`config.mk`:
```
export PLATFORM = sky130hd
export DESIGN_NAME = alu_seq
export DESIGN_NICKNAME = d
export VERILOG_FILES = /design/src/rtl/alu_seq.sv
export SDC_FILE = /design/constraint.sdc
export NUM_CORES = 1
export LEC_CHECK = 0
export ABC_CLOCK_PERIOD_IN_PS = 1500
export CAP_MARGIN = 20
export CORE_ASPECT_RATIO = 1.1
export CORE_MARGIN = 2
export CORE_UTILIZATION = 36
export CTS_BUF_LIST = sky130_fd_sc_hd__clkbuf_16
export CTS_CLUSTER_SIZE = 40
export DETAILED_ROUTE_END_ITERATION = 8
export PLACE_DENSITY = 0.85
export REMOVE_ABC_BUFFERS = 1
export SLEW_MARGIN = 20
export SYNTH_ARGS = -nofsm -noshare
export SYNTH_HDL_FRONTEND = slang
export SYNTH_SLANG_ARGS = --single-unit
```
`constraint.sdc`:
```
create_clock -name clk -period 1.5 [get_ports clk]
set_input_delay 0.3 -clock clk [delete_from_list [all_inputs] [get_ports clk]]
set_output_delay 0.3 -clock clk [all_outputs]
set_load 0.02 [all_outputs]
```
`src/rtl/alu_seq.sv`:
```
// Accumulator/carry sequencer driving an external combinational ALU; repeats shift-class ops.
// Optional zero flag output enabled by defining ALU_SEQ_ZERO_FLAG_EN.
module alu_seq #(
  parameter int W     = 8,
  parameter int CNT_W = 3
) (
  input  logic             clk,
  input  logic             rst_n,
  input  logic             cmd_valid,
  output logic             cmd_ready,
  input  logic [3:0]       cmd_op,
  input  logic             cmd_xy,
  input  logic [W-1:0]     cmd_b,
  input  logic [CNT_W-1:0] cmd_cnt,
  input  logic             acc_we,
  input  logic [W-1:0]     acc_wdata,
  input  logic             carry_we,
  input  logic             carry_wdata,
  output logic [W-1:0]     alu_a,
  output logic [W-1:0]     alu_b,
  output logic [3:0]       alu_op,
  output logic             alu_xy,
  output logic             alu_cin,
  input  logic [W-1:0]     alu_q,
  input  logic             alu_cout,
  output logic [W-1:0]     acc,
  output logic             carry,
`ifdef ALU_SEQ_ZERO_FLAG_EN
  output logic             zero,
`endif
  output logic             busy,
  output logic             done
);

  // Command handshake: a command transfers on a rising edge where cmd_valid && cmd_ready;
  // cmd_valid may be withdrawn at any time before that edge.

  typedef enum logic {
    IDLE = 1'b0,
    EXEC = 1'b1
  } state_t;

  state_t             state;
  state_t             state_next;
  logic [3:0]         op_r;
  logic               xy_r;
  logic [W-1:0]       b_r;
  logic [CNT_W-1:0]   rem;
  logic               accept;
  logic               last_iter;

  assign last_iter = (rem == '0);

  always_ff @(posedge clk) begin
    if (!rst_n) state <= IDLE;
    else        state <= state_next;
  end

  always_comb begin
    state_next = state;
    cmd_ready  = 1'b0;
    busy       = 1'b0;
    accept     = 1'b0;
    case (state)
      IDLE: begin
        cmd_ready = !acc_we && !carry_we;
        accept    = cmd_valid && cmd_ready;
        if (accept) state_next = EXEC;
      end
      EXEC: begin
        busy = 1'b1;
        if (last_iter) state_next = IDLE;
      end
      default: state_next = IDLE;
    endcase
  end

  always_ff @(posedge clk) begin
    if (!rst_n) begin
      acc   <= '0;
      carry <= 1'b0;
      op_r  <= '0;
      xy_r  <= 1'b0;
      b_r   <= '0;
      rem   <= '0;
      done  <= 1'b0;
`ifdef ALU_SEQ_ZERO_FLAG_EN
      zero  <= 1'b0;
`endif
    end else begin
      done <= 1'b0;
      if (state == IDLE) begin
        if (acc_we) begin
          acc <= acc_wdata;
`ifdef ALU_SEQ_ZERO_FLAG_EN
          zero <= (acc_wdata == '0);
`endif
        end
        if (carry_we) carry <= carry_wdata;
        if (accept) begin
          op_r <= cmd_op;
          xy_r <= cmd_xy;
          b_r  <= cmd_b;
          // Only shift-class ops (op[3]=1) iterate; everything else runs once.
          rem  <= cmd_op[3] ? cmd_cnt : '0;
        end
      end else begin
        acc   <= alu_q;
        carry <= alu_cout;
`ifdef ALU_SEQ_ZERO_FLAG_EN
        zero  <= (alu_q == '0);
`endif
        if (last_iter) done <= 1'b1;
        else           rem  <= rem - {{(CNT_W-1){1'b0}}, 1'b1};
      end
    end
  end

  assign alu_a   = acc;
  assign alu_b   = b_r;
  assign alu_op  = op_r;
  assign alu_xy  = xy_r;
  assign alu_cin = carry;

endmodule

```
==> results of run 1 <==
## stage by stage
stage,setup TNS (ns),power (mW),utilization,worst slack (ns)
2_1_floorplan,-6.26,0.943,-,-0.413
3_3_place_gp,-3.83,1.18,0.617,-0.391
3_5_place_dp,-4.58,1.18,0.617,-0.395
4_1_cts,-0.0165,1.75,0.634,-0.0165
5_1_grt,-0.410,1.83,0.657,-0.0941
6_report,0,1.76,0.657,0.00744
## cell usage in the layout (no fill, tap or decap)
cell type / count
sky130_fd_sc_hd__clkinv_1: 1
sky130_fd_sc_hd__dfxtp_1: 27
sky130_fd_sc_hd__nand2_1: 28
sky130_fd_sc_hd__buf_4: 7
sky130_fd_sc_hd__dlymetal6s2s_1: 9
sky130_fd_sc_hd__dlygate4sd2_1: 21
sky130_fd_sc_hd__nor2_1: 21
sky130_fd_sc_hd__clkbuf_16: 3
sky130_fd_sc_hd__clkdlybuf4s50_1: 41
sky130_fd_sc_hd__a21oi_2: 5
sky130_fd_sc_hd__o311a_1: 1
sky130_fd_sc_hd__and3_1: 1
sky130_fd_sc_hd__clkinv_2: 1
sky130_fd_sc_hd__nor4b_4: 1
sky130_fd_sc_hd__a21oi_1: 19
sky130_fd_sc_hd__nor3_1: 2
sky130_fd_sc_hd__buf_6: 2
sky130_fd_sc_hd__a211oi_1: 1
sky130_fd_sc_hd__o21ai_2: 1
sky130_fd_sc_hd__a32oi_1: 1
sky130_fd_sc_hd__a311oi_2: 1
sky130_fd_sc_hd__nand2b_1: 1
sky130_fd_sc_hd__buf_2: 1
sky130_fd_sc_hd__o32ai_2: 1
sky130_fd_sc_hd__mux2i_1: 9
sky130_fd_sc_hd__ha_1: 2
sky130_fd_sc_hd__a21oi_4: 1
sky130_fd_sc_hd__inv_1: 4
## how the worst max path moves through the flow
stage,endpoint,slack (ns),depth (start not counted)
final,rem[0],0.007,5
after global routing,cmd_ready,-0.09,3
after CTS,rem[0],-0.02,5
after detailed placement,cmd_ready,-0.40,3
after global placement,cmd_ready,-0.39,3
after floorplan,alu_b[0],-0.41,4
## cell type report
class	instances	area (um^2)	share of cell area
clock inverters	1	5.00	0.00246
clock buffers	3	75.1	0.0369
flip-flops and latches	27	541	0.266
well taps	34	42.5	0.0209
repair buffers	81	787	0.387
inverters	5	18.8	0.00922
multi-input cells	96	567	0.278
## Yosys cell counts
| cell | instances | area, um^2 |
|---|---|---|
| sky130_fd_sc_hd__buf_2 | 1 | 5.00 |
| sky130_fd_sc_hd__nor2_1 | 21 | 78.8 |
| sky130_fd_sc_hd__a21oi_2 | 1 | 8.76 |
| sky130_fd_sc_hd__a211oi_1 | 1 | 7.51 |
| sky130_fd_sc_hd__ha_1 | 2 | 25.0 |
| sky130_fd_sc_hd__buf_6 | 1 | 11.3 |
| sky130_fd_sc_hd__nor3_1 | 2 | 10.0 |
| sky130_fd_sc_hd__and3_1 | 1 | 6.26 |
| sky130_fd_sc_hd__o21ai_1 | 1 | 5.00 |
| sky130_fd_sc_hd__o311a_1 | 1 | 10.0 |
| sky130_fd_sc_hd__nand2_1 | 28 | 105 |
| sky130_fd_sc_hd__inv_1 | 4 | 15.0 |
| sky130_fd_sc_hd__dfxtp_1 | 27 | 541 |
| sky130_fd_sc_hd__o32ai_1 | 1 | 8.76 |
| sky130_fd_sc_hd__mux2i_1 | 9 | 90.1 |
| sky130_fd_sc_hd__clkinv_1 | 1 | 3.75 |
| sky130_fd_sc_hd__a21oi_1 | 24 | 120 |
| sky130_fd_sc_hd__nor4b_4 | 1 | 23.8 |
| sky130_fd_sc_hd__clkbuf_1 | 4 | 15.0 |
| sky130_fd_sc_hd__a311oi_1 | 1 | 8.76 |
| sky130_fd_sc_hd__nand2b_1 | 1 | 6.26 |
| sky130_fd_sc_hd__a32oi_1 | 1 | 8.76 |
| sky130_fd_sc_hd__buf_4 | 10 | 75.1 |
## tightest hold or removal path: stages (launching register included)
cell	delay, ns
sky130_fd_sc_hd__dfxtp_1	0.31
sky130_fd_sc_hd__nand2_1	0.05
sky130_fd_sc_hd__a21oi_1	0.05
## repair_timing
action,4_1_cts,5_1_grt
pin swaps,1,2
gates resized for setup,27,19
hold buffers,0,0
setup endpoints to repair,24,26
buffers inserted,0,0
cloned,0,0
## sequential cells by signal, summed over array words and instances, names as in the netlist
register,cells
done,1
alu_b,8
rem,3
alu_op,4
alu_xy,1
state,1
acc,8
alu_cin,1
## report_power, final
group / switching (mW) / leakage [nW] / internal [mW]
clock: 0.245 / 0.0409 / 0.360
combinational: 0.184 / 0.776 / 0.199
sequential: 0.0186 / 0.221 / 0.750
## cells by family (layout without fill, tap and decap cells)
family,count (synthesis),count (layout),share of synthesized area
AOI/OAI and AO/OA,31,31,0.149
adders and majority gates,2,2,0.0210
buffers and inverters,21,90,0.105
DFF,27,27,0.455
muxes,9,9,0.0758
and+or+nand+nor,54,54,0.194
## layer usage
metal  global-route usage  up-vias
met3               0.0263        4
met2                0.299       42
met4               0.0682        0
met5                    0        -
li1                     -      606
met1                0.186      526
==> report_table.html, run 1 <==
<table>
<tr><th>Metric</th><th>Value</th></tr>
<tr><th colspan="2">Drt</th></tr>
<tr><td>Total number of vias</td><td>roughly 1,200</td></tr>
<tr><td>Length of routed wiring on met1</td><td>1290 um</td></tr>
<tr><td>Metal3 WL</td><td>275 um</td></tr>
<tr><td>Wire length per cell</td><td>13.1 um</td></tr>
<tr><td>Routed via count divided by cell count</td><td>4.77</td></tr>
<tr><td>Detailed router's first-iteration violation count</td><td>69</td></tr>
<tr><td>First-pass iteration count of the detailed router</td><td>5</td></tr>
<tr><td>Number of design rule violations left after detail routing</td><td>7</td></tr>
<tr><td>Routed met2 length</td><td>1630 um</td></tr>
<tr><td>Top metal layer carrying routed signals</td><td>met4</td></tr>
<tr><td>Post-route ant nets</td><td>0</td></tr>
<tr><td>Wire length after detailed routing</td><td>3240 um</td></tr>
<tr><th colspan="2">STA</th></tr>
<tr><td>Number of pins with negative max-slew slack in the final report</td><td>0</td></tr>
<tr><td>Hold violation count in the final report</td><td>0</td></tr>
<tr><td>Hold slack final</td><td>~0.45 ns</td></tr>
<tr><td>Maximum clock frequency</td><td>roughly 670 MHz</td></tr>
<tr><td>Worst-case headroom to the max-slew limit</td><td>0.783</td></tr>
<tr><td>Post-route clock skew</td><td>0.00161 ns</td></tr>
<tr><td>RSZ-0062 raised after global routing</td><td>true</td></tr>
<tr><td>Slew @ Worst Pin</td><td>about 0.32 ns</td></tr>
<tr><td>Setup violations, final</td><td>0</td></tr>
<tr><td>Tmin final</td><td>between 1 and 1.5 ns</td></tr>
<tr><td>Final period util</td><td>0.995</td></tr>
<tr><th colspan="2">Clocking</th></tr>
<tr><td># H-tree levels</td><td>1</td></tr>
<tr><td>Worst-path clk slew</td><td>roughly 0.070 ns</td></tr>
<tr><td>Number of CTS-inserted buffers</td><td>3</td></tr>
<tr><td>Clock root buffer</td><td>sky130_fd_sc_hd__clkbuf_16</td></tr>
<tr><td>Later-pin clock latency in the skew report</td><td>0.26 ns</td></tr>
<tr><td>Clock tree from TritonCTS</td><td>built</td></tr>
<tr><td>Maximum clock path buffer count</td><td>2</td></tr>
<tr><td>Sink Count</td><td>27</td></tr>
<tr><th colspan="2">Floorplan</th></tr>
<tr><td>Core ar.</td><td>approximately 3100 um^2</td></tr>
<tr><td>Overall die area</td><td>approximately 3800 um^2</td></tr>
<tr><td>Die X-Extent</td><td>approximately 59 um</td></tr>
<tr><td>Starting Density</td><td>0.383</td></tr>
<tr><td>Die outline height</td><td>64.3 um</td></tr>
<tr><td>Number of top-level design ports</td><td>73</td></tr>
<tr><td>Number of cell rows</td><td>21</td></tr>
<tr><th colspan="2">Global route</th></tr>
<tr><td>GRT overflow</td><td>0</td></tr>
<tr><td>Via count of the first global-routing pass</td><td>1,105</td></tr>
<tr><td>All-Layer GR Usage</td><td>0.165</td></tr>
<tr><td>Maximum number of pins on one net before global-route repair</td><td>16</td></tr>
<tr><td>Antenna violations before repair</td><td>0</td></tr>
<tr><td>First-pass GRT wire length</td><td>4800 um</td></tr>
<tr><th colspan="2">Synth</th></tr>
<tr><td>Average instance area after synthesis</td><td>8.25 um^2</td></tr>
<tr><td>Warning count from the yosys run</td><td>0</td></tr>
<tr><td>Synthesized area</td><td>1190 um^2</td></tr>
<tr><td>Post-synthesis sequential area ratio</td><td>0.455</td></tr>
<tr><td>Mapped Cells</td><td>144</td></tr>
<tr><td>#FFs+latches synth</td><td>27</td></tr>
<tr><td>Post-synth cell types</td><td>23</td></tr>
<tr><th colspan="2">Worst setup path</th></tr>
<tr><td>Register-to-register path setup slack</td><td>about 0.10 ns</td></tr>
<tr><td>Delay of the slowest cell on the worst path</td><td>0.42 ns</td></tr>
<tr><td>Crit path max-delay cell type</td><td>sky130_fd_sc_hd__clkdlybuf4s50_1</td></tr>
<tr><td>Worst Reg2Reg Path Length in Cells</td><td>4</td></tr>
<tr><td>CP Data Arrival Time</td><td>1.64 ns</td></tr>
<tr><td>List of cells traversed by the critical path</td><td>clkdlybuf4s50_1 &gt; buf_4 &gt; nor4b_4 &gt; a21oi_4 &gt; o311a_1</td></tr>
<tr><td>Reg2reg end</td><td>rem[0]</td></tr>
<tr><td>CP endpoint kind</td><td>flip-flop</td></tr>
<tr><td>Number of buffer and inverter stages on the critical path</td><td>2</td></tr>
<tr><td>Worst reg2reg startpoint</td><td>state</td></tr>
<tr><td>Family of cells with the greatest summed delay on the critical path</td><td>buffers and inverters</td></tr>
<tr><td>Crit path max fanout</td><td>7</td></tr>
<tr><td>Worst Setup Path Type</td><td>in2reg</td></tr>
<tr><td>Data required time of the worst path</td><td>1.65 ns</td></tr>
<tr><td>Startpoint Class</td><td>input port</td></tr>
<tr><td>Launching element of the worst setup path</td><td>carry_we</td></tr>
<tr><th colspan="2">Placed design</th></tr>
<tr><td>Routability congestion estimate</td><td>around 0.73</td></tr>
<tr><td>Estimated wirelength of the detail-placed design</td><td>2350 um</td></tr>
<tr><td>Placed cell areas</td><td>~1900 um^2</td></tr>
<tr><td>Number of input and output port buffers inserted</td><td>72</td></tr>
<tr><td>Cell count after placement</td><td>243</td></tr>
<tr><th colspan="2">Pwr</th></tr>
<tr><td>Cell leakage power</td><td>1.04 nW</td></tr>
<tr><td>Worst ir drop on vdd</td><td>481 uV</td></tr>
<tr><td>Power density normalized to cell area</td><td>863 nW/um^2</td></tr>
<tr><th colspan="2">Hold path</th></tr>
<tr><td>Min-Delay Startpoint</td><td>alu_op[0]</td></tr>
<tr><td>Number of instances on the worst hold path</td><td>2</td></tr>
<tr><td>Worst Hold Path EP</td><td>alu_op[0]</td></tr>
<tr><td>HP Class</td><td>reg2reg</td></tr>
<tr><th colspan="2">Final layout</th></tr>
<tr><td>Number of fillers in the final layout</td><td>roughly 270</td></tr>
<tr><td>Antenna diodes</td><td>0</td></tr>
<tr><td>Synth-to-layout area growth</td><td>71.3%</td></tr>
<tr><td>Final non-filler cell total</td><td>247</td></tr>
<tr><td>Net count of the finished layout</td><td>255</td></tr>
<tr><td>Final standard cell area without fillers</td><td>2040 um^2</td></tr>
<tr><td>Layout cells sized above 1</td><td>0.113</td></tr>
<tr><th colspan="2">Outcome</th></tr>
<tr><td>Status</td><td>finished, violations left</td></tr>
<tr><td>Violations in the final reports</td><td>design-rule violations</td></tr>
<tr><th colspan="2">Flow run</th></tr>
<tr><td>Max-cap violation count</td><td>0</td></tr>
</table>
Power figures use the tool's default switching activity.
==> run 2, diff against run 1 <==
Settings changed: CTS_CLUSTER_DIAMETER set to 80, PLACE_DENSITY 0.85 to not set, PLACE_DENSITY_LB_ADDON set to 0.25.
==> run 2 against run 1 <==
Against the previous run: the run still ends with design-rule violations left; clock skew grew 0.00052 ns; utilization fell by 0.24 points; design area shrank 0.37%; critical path depth is 3 lower; hold slack better by 0.0063 ns; power shrank 1.7%; critical path type is now reg2out; largest power group unchanged.
==> report_table.html, run 2 (synthesis results as in run 1) <==
<table>
<tr><th>Metric</th><th>Value</th></tr>
<tr><th colspan="2">Outcome</th></tr>
<tr><td>Status</td><td>finished, violations left</td></tr>
<tr><td>Violations in the final reports</td><td>design-rule violations</td></tr>
<tr><th colspan="2">Final layout</th></tr>
<tr><td>Net count of the finished layout</td><td>257</td></tr>
<tr><td>Synth-to-layout area growth</td><td>70.6%</td></tr>
<tr><td>Final standard cell area without fillers</td><td>roughly 2000 um^2</td></tr>
<tr><td>Most frequent cells in the layout</td><td>sky130_fd_sc_hd__clkdlybuf4s50_1 (35), sky130_fd_sc_hd__nand2_1 (28), sky130_fd_sc_hd__dfxtp_1 (27), sky130_fd_sc_hd__dlygate4sd2_1 (27), sky130_fd_sc_hd__a21oi_1 (24)</td></tr>
<tr><td>Core occupancy in the finished layout</td><td>0.654</td></tr>
<tr><td>Number of fillers in the final layout</td><td>272</td></tr>
<tr><td>Final non-filler cell total</td><td>249</td></tr>
<tr><td>Layout cells sized above 1</td><td>0.0837</td></tr>
<tr><td>Most common cell after layout, fill and taps aside</td><td>sky130_fd_sc_hd__clkdlybuf4s50_1</td></tr>
<tr><td>Antenna diodes</td><td>0</td></tr>
<tr><th colspan="2">Clocking</th></tr>
<tr><td>Worst-path clk slew</td><td>about 0.060 ns</td></tr>
<tr><td># hold bufs at CTS</td><td>0</td></tr>
<tr><td>Clock root buffer</td><td>sky130_fd_sc_hd__clkbuf_16</td></tr>
<tr><td>Clock tree from TritonCTS</td><td>built</td></tr>
<tr><td>Sink Count</td><td>27</td></tr>
<tr><td>Later-pin clock latency in the skew report</td><td>0.25 ns</td></tr>
<tr><td># H-tree levels</td><td>1</td></tr>
<tr><td>Maximum clock path buffer count</td><td>2</td></tr>
<tr><td>Number of CTS-inserted buffers</td><td>3</td></tr>
<tr><th colspan="2">Drt</th></tr>
<tr><td>First-pass iteration count of the detailed router</td><td>8</td></tr>
<tr><td>Wire length per cell</td><td>13.2 um</td></tr>
<tr><td>Number of design rule violations left after detail routing</td><td>4</td></tr>
<tr><td>Total number of vias</td><td>between 1,000 and 1,500</td></tr>
<tr><td>Post-route ant nets</td><td>0</td></tr>
<tr><td>Wire length after detailed routing</td><td>3280 um</td></tr>
<tr><td>Detailed router's first-iteration violation count</td><td>between 40 and 50</td></tr>
<tr><td>Routed via count divided by cell count</td><td>just under 5</td></tr>
<tr><th colspan="2">STA</th></tr>
<tr><td>Setup violations, final</td><td>0</td></tr>
<tr><td>Hold violation count in the final report</td><td>0</td></tr>
<tr><td>Slew @ Worst Pin</td><td>~0.33 ns</td></tr>
<tr><td>RSZ-0062 raised after global routing</td><td>true</td></tr>
<tr><td>Final period util</td><td>0.951</td></tr>
<tr><td>Sum of negative setup slack</td><td>0 ns</td></tr>
<tr><td>Number of pins with negative max-slew slack in the final report</td><td>0</td></tr>
<tr><td>Tmin final</td><td>between 1 and 1.5 ns</td></tr>
<tr><td>Worst-case headroom to the max-slew limit</td><td>0.779</td></tr>
<tr><td>Post-route clock skew</td><td>0.00213 ns</td></tr>
<tr><td>Maximum clock frequency</td><td>701 MHz</td></tr>
<tr><th colspan="2">Floorplan</th></tr>
<tr><td>Core ar.</td><td>between 3000 and 4000 um^2</td></tr>
<tr><td>Number of cell rows</td><td>21</td></tr>
<tr><td>Overall die area</td><td>3780 um^2</td></tr>
<tr><td>Die X-Extent</td><td>58.8 um</td></tr>
<tr><td>Number of top-level design ports</td><td>73</td></tr>
<tr><td>Die outline height</td><td>64.3 um</td></tr>
<tr><td>Starting Density</td><td>0.383</td></tr>
<tr><th colspan="2">Pwr</th></tr>
<tr><td>Switching share of total power</td><td>0.244</td></tr>
<tr><td>Net switching power of the design</td><td>about 0.42 mW</td></tr>
<tr><td>Combinational Power Share</td><td>0.219</td></tr>
<tr><td>Internal Power</td><td>1.31 mW</td></tr>
<tr><td>Power after layout</td><td>1.73 mW</td></tr>
<tr><td>Cell leakage power</td><td>between 1 and 1.5 nW</td></tr>
<tr><td>Worst ir drop on vdd</td><td>856 uV</td></tr>
<tr><td>Power density normalized to cell area</td><td>about 850 nW/um^2</td></tr>
<tr><td>Portion of total power attributed to the clock network</td><td>0.336</td></tr>
<tr><td>Share of power burned in registers</td><td>0.445</td></tr>
<tr><th colspan="2">Global route</th></tr>
<tr><td>Antenna violations before repair</td><td>0</td></tr>
<tr><td>Maximum number of pins on one net before global-route repair</td><td>18</td></tr>
<tr><td>Via count of the first global-routing pass</td><td>1,191</td></tr>
<tr><td>All-Layer GR Usage</td><td>0.178</td></tr>
<tr><td>GRT overflow</td><td>0</td></tr>
<tr><td>First-pass GRT wire length</td><td>5300 um</td></tr>
<tr><th colspan="2">Hold path</th></tr>
<tr><td>Worst Hold Path EP</td><td>alu_b[7]</td></tr>
<tr><td>Number of instances on the worst hold path</td><td>2</td></tr>
<tr><td>HP Class</td><td>reg2reg</td></tr>
<tr><td>Min-Delay Startpoint</td><td>alu_b[7]</td></tr>
<tr><th colspan="2">Worst setup path</th></tr>
<tr><td>Worst Setup Path Type</td><td>reg2out</td></tr>
<tr><td>CP endpoint kind</td><td>output pin</td></tr>
<tr><td>Reg2reg end</td><td>rem[0]</td></tr>
<tr><td>CP Data Arrival Time</td><td>roughly 1.1 ns</td></tr>
<tr><td>Worst reg2reg startpoint</td><td>state</td></tr>
<tr><td>Crit path max fanout</td><td>2</td></tr>
<tr><td>Register-to-register path setup slack</td><td>approximately 0.080 ns</td></tr>
<tr><td>Data required time of the worst path</td><td>1.20 ns</td></tr>
<tr><td>Worst Reg2Reg Path Length in Cells</td><td>5</td></tr>
<tr><td>Startpoint Class</td><td>flip-flop</td></tr>
<tr><th colspan="2">Placed design</th></tr>
<tr><td>Number of input and output port buffers inserted</td><td>72</td></tr>
<tr><td>Placed cell areas</td><td>1930 um^2</td></tr>
<tr><td>Routability congestion estimate</td><td>0.864</td></tr>
<tr><td>Estimated wirelength of the detail-placed design</td><td>approximately 2500 um</td></tr>
<tr><td>Cell count after placement</td><td>244</td></tr>
<tr><th colspan="2">Flow run</th></tr>
<tr><td>Max-cap violation count</td><td>0</td></tr>
</table>
## run 2: cell type report
type	count	area (um^2)	area share
Clock inverter	1	3.75	0.00185
Tap cell	34	42.5	0.0210
Clock buffer	3	75.1	0.0370
Sequential cell	27	541	0.267
Inverter	5	18.8	0.00925
Timing Repair Buffer	83	818	0.403
Multi-Input combinational cell	96	529	0.261
## run 2: through the flow
stage	hold WS, ns	setup slack (ns)
floorplan	0.431	-0.413
global placement	0.444	-0.453
detailed placement	0.454	-0.510
CTS	0.460	0.000882
global route	0.481	-0.00300
finish	0.456	0.0742
## run 2: worst max-delay path by stage
stage	start	endpoint	slack, ns	cells past startpoint
floorplan	state	alu_b[0]	-0.41	4
global placement	acc_we	cmd_ready	-0.45	3
detailed placement	acc_we	rem[1]	-0.51	7
CTS	alu_b[5]	alu_b[5]	0.0009	1
global route	state	rem[1]	-0.003	6
finish	state	cmd_ready	0.07	2
## run 2: critical path: stages, from the launching register on
cell	delay (ns)
sky130_fd_sc_hd__dfxtp_1	0.31
sky130_fd_sc_hd__nor3_1	0.26
sky130_fd_sc_hd__clkdlybuf4s15_2	0.30
## run 2: repair_timing
item	4_1_cts	5_1_grt
gates cloned	0	0
buffers inserted	1	0
pin swaps	3	2
gates resized for setup	32	12
setup endpoints to repair	29	10
hold endpoints to repair	0	0
## run 2: metal layers
layer	wire (um)	global-route usage	share of wire
met5	0	0	0
met4	20	0.0540	0.0061
met3	193	0.0445	0.059
met2	1740	0.311	0.53
met1	1330	0.210	0.40
## run 2: power groups by stage
stage / combinational [mW] / clock, mW / sequential [mW]
global placement: 0.398 / 0 / 0.785
CTS: 0.379 / 0.594 / 0.770
floorplan: 0.0938 / 0 / 0.849
global route: 0.407 / 0.631 / 0.774
detailed placement: 0.405 / 0 / 0.787
finish: 0.379 / 0.580 / 0.769
